**config.mk**
```make
export PLATFORM = sky130hd
export DESIGN_NAME = coin_start_sequencer
export DESIGN_NICKNAME = d
export VERILOG_FILES = /design/src/rtl/coin_start_sequencer.sv
export SDC_FILE = /design/constraint.sdc
export NUM_CORES = 1
export LEC_CHECK = 0
export ABC_AREA = 1
export CAP_MARGIN = 10
export CORE_MARGIN = 1.5
export CORE_UTILIZATION = 35
export DETAILED_ROUTE_END_ITERATION = 7
export HOLD_SLACK_MARGIN = 0.02
export PLACE_DENSITY_LB_ADDON = 0.2
export SLEW_MARGIN = 20
export SYNTH_ARGS = -nofsm -noshare
export SYNTH_HDL_FRONTEND = slang
export SYNTH_SLANG_ARGS = --single-unit
```
**constraint.sdc**
```tcl
create_clock -name clk_sys -period 3.66 [get_ports clk_sys]
set_input_delay 0.549 -clock clk_sys [delete_from_list [all_inputs] [get_ports clk_sys]]
set_output_delay 0.549 -clock clk_sys [all_outputs]
set_load 0.01 [all_outputs]
```
**src/rtl/coin_start_sequencer.sv**
```systemverilog
`default_nettype none
// ============================================================================
//  Module      : coin_start_sequencer
//  Description : Turns rising edges on four coin/start request lines into
//                fixed-width, non-overlapping pulses. Edges are queued per
//                source (2-bit saturating), a round-robin arbiter picks one
//                source at a time, and every pulse is followed by a quiet gap.
//  Revision    : 1.0 - initial release
// ============================================================================
module coin_start_sequencer #(
    parameter int PULSE_CYC = 1800000,
    parameter int GAP_CYC   = 1800000,
    parameter int CNT_W     = 21
) (
    input  logic       clk_sys,
    input  logic       reset,
    input  logic [3:0] req,
    output logic [3:0] pulse_o,
    output logic       busy,
    output logic [1:0] grant_idx,
    output logic       overflow
);

    typedef enum logic [1:0] {
        S_IDLE  = 2'd0,
        S_PULSE = 2'd1,
        S_GAP   = 2'd2
    } state_t;

    localparam logic [CNT_W-1:0] c_PULSE_LD = CNT_W'(PULSE_CYC - 1);
    localparam logic [CNT_W-1:0] c_GAP_LD   = CNT_W'(GAP_CYC - 1);
    localparam logic [CNT_W-1:0] c_CNT_ONE  = CNT_W'(1);

    state_t           r_state;
    logic [CNT_W-1:0] r_cnt;
    logic [3:0]       r_prev;
    logic [3:0][1:0]  r_pend;

    logic [3:0]       w_edge;
    logic [3:0]       w_dec;
    logic [3:0]       w_ovf;
    logic             w_any;
    logic             w_grant;
    logic [1:0]       w_win;
    logic [1:0]       w_idx;

    assign w_edge  = req & ~r_prev;
    assign w_grant = (r_state == S_IDLE) && w_any;
    assign w_dec   = w_grant ? (4'b0001 << w_win) : 4'b0000;

    // Previous request levels; reset high so lines held through reset are ignored
    always_ff @(posedge clk_sys or posedge reset) begin
        if (reset) begin
            r_prev <= 4'b1111;
        end else begin
            r_prev <= req;
        end
    end

    // Round-robin search starting one past the last granted source
    always_comb begin
        w_any = 1'b0;
        w_win = grant_idx;
        w_idx = 2'd0;
        for (int k = 1; k <= 4; k++) begin
            w_idx = grant_idx + 2'(k);
            if (!w_any && (r_pend[w_idx] != 2'd0)) begin
                w_any = 1'b1;
                w_win = w_idx;
            end
        end
    end

    // An edge on a saturated source that is not being granted this cycle is lost
    always_comb begin
        w_ovf = 4'b0000;
        for (int i = 0; i < 4; i++) begin
            w_ovf[i] = w_edge[i] & ~w_dec[i] & (r_pend[i] == 2'd3);
        end
    end

    // Per-source pending counters: edge increments, grant decrements, both cancel
    always_ff @(posedge clk_sys or posedge reset) begin
        if (reset) begin
            r_pend   <= '0;
            overflow <= 1'b0;
        end else begin
            for (int i = 0; i < 4; i++) begin
                if (w_edge[i] && !w_dec[i]) begin
                    if (r_pend[i] != 2'd3) begin
                        r_pend[i] <= r_pend[i] + 2'd1;
                    end
                end else if (w_dec[i] && !w_edge[i]) begin
                    r_pend[i] <= r_pend[i] - 2'd1;
                end
            end
            overflow <= |w_ovf;
        end
    end

    // Grant / pulse / gap sequencing with registered outputs
    always_ff @(posedge clk_sys or posedge reset) begin
        if (reset) begin
            r_state   <= S_IDLE;
            r_cnt     <= '0;
            pulse_o   <= 4'b0000;
            busy      <= 1'b0;
            grant_idx <= 2'd3;
        end else begin
            case (r_state)
                S_IDLE: begin
                    if (w_any) begin
                        pulse_o   <= 4'b0001 << w_win;
                        grant_idx <= w_win;
                        r_cnt     <= c_PULSE_LD;
                        r_state   <= S_PULSE;
                        busy      <= 1'b1;
                    end
                end
                S_PULSE: begin
                    if (r_cnt == '0) begin
                        pulse_o <= 4'b0000;
                        r_cnt   <= c_GAP_LD;
                        r_state <= S_GAP;
                    end else begin
                        r_cnt <= r_cnt - c_CNT_ONE;
                    end
                end
                S_GAP: begin
                    if (r_cnt == '0) begin
                        r_state <= S_IDLE;
                        busy    <= 1'b0;
                    end else begin
                        r_cnt <= r_cnt - c_CNT_ONE;
                    end
                end
                default: begin
                    r_state <= S_IDLE;
                    pulse_o <= 4'b0000;
                    busy    <= 1'b0;
                end
            endcase
        end
    end

endmodule
`default_nettype wire

```
==> results.md <==
Die:
- The die outline width is 95.05 um.
- The I/O pin count is 14.
- The starting utilization of the core area is a little over a third.
- The floorplan step set the die height to 95.05 um.
- The floorplan has 33 rows.
- The full die area is 9034 um2.
- The total area inside the core boundary comes to approximately 8200 um2.

Route:
- After detailed routing, the average wire length per cell comes to about 13 um.
- After detailed routing, the number of remaining DRC violations is 0.
- Dividing the detail-routed via count by the number of cells gives 4.928.
- The routed design has 6911 um of wire.
- The iteration count of the initial detailed-routing pass is 4.
- For this block, the initial DRC count from the detailed router was 119.
- The number of routed nets with antenna violations is 0.
- The count of vias placed by the detailed router is 2681.

STA:
- The worst-case clock skew is around 0.0055 ns.
- After layout, the minimum clock period comes to 2.524 ns.
- The final cycle utilization of the critical path is slightly below 70%.
- The transition time of the tightest slew-check pin is 0.9013 ns.
- The total count of max-transition violations in the final report is 0.
- The number of failing hold endpoints at the final stage was 0.
- Setup repair after global routing left no endpoint under its margin.
- The tightest slew margin relative to the limit is 39.83%.
- The maximum clock frequency is 396.2 MHz.
- The aggregate negative setup slack is 0 ns.
- Setup violations remaining at the end of the flow were counted as 0.

Final layout:
- The number of nets in the final layout is 450.
- The number of fill cells in the layout is slightly below 900.
- After routing the design area is 3258 um2.
- The area added between synthesis and finish is 9.873%.
- The number of antenna diodes is 0.
- The fraction of layout instances using a drive strength above 1 is 7.973%.
- For this run, the share of the core covered by cells in the final layout is 39.65%.

Clocking:
- The number of cells upsized or downsized after cts is 0.
- In this run the deepest clock path goes through 2 buffers.
- The CTS buffer count is 5.
- The clock-pin slew on the worst setup and hold paths is 0.09 ns.
- The post-cts hold buffer count is 0.
- The TritonCTS clock tree is built.
- The setup fix buffers added after clock tree synthesis is 0.
- The H-tree was split into 2 levels.
- The later pin in the worst-skew pair is clocked with a latency of 0.30 ns.
- The cell at the root of the clock tree is clkbuf_8.
- The clock drives between 40 and 50 sinks.

Worst setup path:
- The critical path goes through inv_2 -> nand2_1 -> nor3_1 -> nand2_1 -> nor3_2 -> nand2_1 -> nand2_4 -> inv_4 -> nand2_1 -> nand2_1 -> nand2_1 -> nor2_1.
- The largest individual stage delay along the critical path comes from the cell nor3_2.
- The data arrival time of the critical path is roughly 2.7 ns.
- The number of cells on the worst reg-to-reg path is 12.
- The kind of critical path is reg -> reg.
- The kind of launch point of the worst setup path is a flip-flop.
- The launch point of the critical path is r_cnt[16]$_DFFE_PP0P_.
- The data required time at the worst endpoint is 3.86 ns.
- The startpoint identified for the worst register-to-register timing path is r_cnt[16]$_DFFE_PP0P_.
- The largest incremental delay on the critical path is between 0.6 and 0.7 ns.
- The maximum fanout along the worst path is 34.
- STA classifies the critical path endpoint as a flip-flop.
- By instance count, the cell type seen most on the critical path is nand2_1.
- The worst register-to-register path has a setup slack of ~1.1 ns.
- The most critical setup path has its endpoint at r_cnt[6]$_DFFE_PP0P_.
- The endpoint identified for the worst register-to-register timing path is r_cnt[6]$_DFFE_PP0P_.

Synthesis:
- Summing every instance area after synthesis gives between 2000 and 3000 um2.
- The synthesized net count is 440.
- For this run, the register share of the synthesized area comes to 36.54%.
- For this run, the number of Yosys warnings is 0.
- The netlist uses 32 different library cells.
- The flip-flop and latch count after synthesis is 43.
- After technology mapping, the gate count stands at 428.
- Dividing the synthesized area by the synthesized cell count gives 6.928 um2.

Global route:
- The sum of overflow across all layers after global routing is 0.
- The via count of the first global-routing pass came to roughly 2500.
- The first global-routing pass estimated 12010 um of wire.
- Global routing used 16.79% of the available tracks across all layers.
- The number of antenna violations at the first check in global routing is 0.
- Entering global routing, the biggest net connects 44 pins.

Power and ir drop:
- For this design the ratio of total power to cell area is approximately 290 nW/um2.
- The standby leakage power is around 1.5 nW.
- VDD sags by at most 0.0001689 V.

Placed design:
- The area after detailed placement is approximately 3200 um2.
- The detailed placement HPWL is 4986 um.
- The total of buffers placed on input and output ports is 13.
- The placer's final routability congestion estimate is 0.8648.

Status:
- The run finished with clean final reports.

Flow run:
- Max-cap violations in this run came to 0.

Worst hold path:
- The worst hold path belongs to the class reg -> reg.
## routing by layer
metal	GRT usage [%]	part of all wire, %
met5	0	0
met4	4.353	1.2
met3	2.632	3.1
met2	25.06	43
met1	25.06	53
## synthesized netlist by cell type (all sizes together)
library cell	number	area, um2
nand2	122	495.5
inv	56	220.2
o21ai	53	269.0
nor2	45	191.4
nand3	40	210.2
dfrtp	37	925.9
a21oi	13	65.06
xor2	13	113.9
a31oi	7	43.79
dfstp	6	157.7
ha	6	75.07
nor3	6	35.03
buf	5	48.79
clkbuf	5	18.77
nand4	5	31.28
nand3b	4	30.03
clkinv	1	3.750
o21a	1	7.510
o22ai	1	6.260
o31ai	1	7.510
xnor2	1	8.760
## power by group
group          internal, mW  switching (mW)  total [mW]  leakage (nW)
Clock                 0.154           0.178       0.332        0.0474
Sequential            0.499          0.0238       0.522         0.462
Combinational        0.0388          0.0574      0.0963          1.04
## cell families after synthesis
group | synth area share, %
AND/OR/NAND/NOR | 33.50
AO/OA/AOI/OAI | 13.46
buffers and inverters | 9.831
flip-flops | 36.54
XOR/XNOR | 4.135
adder cells (fa/ha/maj) | 2.532
## flip-flops by register name, indices dropped and copies added (netlist names)
signal / cells
pulse_o: 4
grant_idx: 2
busy: 1
r_cnt: 21
r_prev: 4
r_pend: 8
r_state: 2
overflow: 1
## final cells by class
cell class / instances / area (um2) / share of cell area, %
clock inverters: 2 / 16.27 / 0.4992
inverters: 57 / 224.0 / 6.874
clock buffers: 6 / 82.58 / 2.535
well taps: 105 / 131.4 / 4.032
repair buffers: 13 / 130.1 / 3.994
flip-flops and latches: 43 / 1084 / 33.26
multi-input cells: 318 / 1590 / 48.81
## critical path: cells and delay by family, from the launching register on
| family | cells | cell delay, ns |
|---|---|---|
| simple gates | 10 | 1.78 |
| buf+inv | 2 | 0.23 |
| flops | 1 | 0.41 |
## cells in the final DEF (no fill, tap or decap), drive strengths merged, types with 2 or more instances in the layout
master         Yosys  layout
nand2            122     122
nand3             40      40
o21ai             53      53
dfrtp             37      37
nand3b             4       4
nor2              45      45
xor2              13      13
a21oi             13      13
dfstp              6       6
clkinv             1       2
nand4              5       5
ha                 6       6
a31oi              7       7
nor3               6       6
clkdlybuf4s50      0      13
inv               56      56
clkbuf             5       6
## through the flow
stage | instances | worst slack [ns] | power (mW) | hold slack (ns)
6_report | 544 | 1.136 | 0.9507 | 0.5147
5_1_grt | 544 | 0.8051 | 1.010 | 0.5362
4_1_cts | 544 | 1.133 | 0.9711 | 0.5226
3_3_place_gp | 536 | 1.250 | 0.6278 | 0.4773
3_5_place_dp | 536 | 1.164 | 0.6298 | 0.4924
2_1_floorplan | 428 | 1.700 | 0.5970 | 0.4866
## how the worst min path moves through the flow
stage / endpoint / startpoint / cells after the start
after floorplan: r_pend[7]$_DFFE_PP0P_ / r_pend[7]$_DFFE_PP0P_ / 2
after global placement: busy$_DFFE_PP0P_ / busy$_DFFE_PP0P_ / 2
after detailed placement: busy$_DFFE_PP0P_ / busy$_DFFE_PP0P_ / 2
after CTS: busy$_DFFE_PP0P_ / busy$_DFFE_PP0P_ / 2
after global routing: busy$_DFFE_PP0P_ / busy$_DFFE_PP0P_ / 2
final: busy$_DFFE_PP0P_ / busy$_DFFE_PP0P_ / 2
Note: power is estimated with default switching activity, not from simulation.
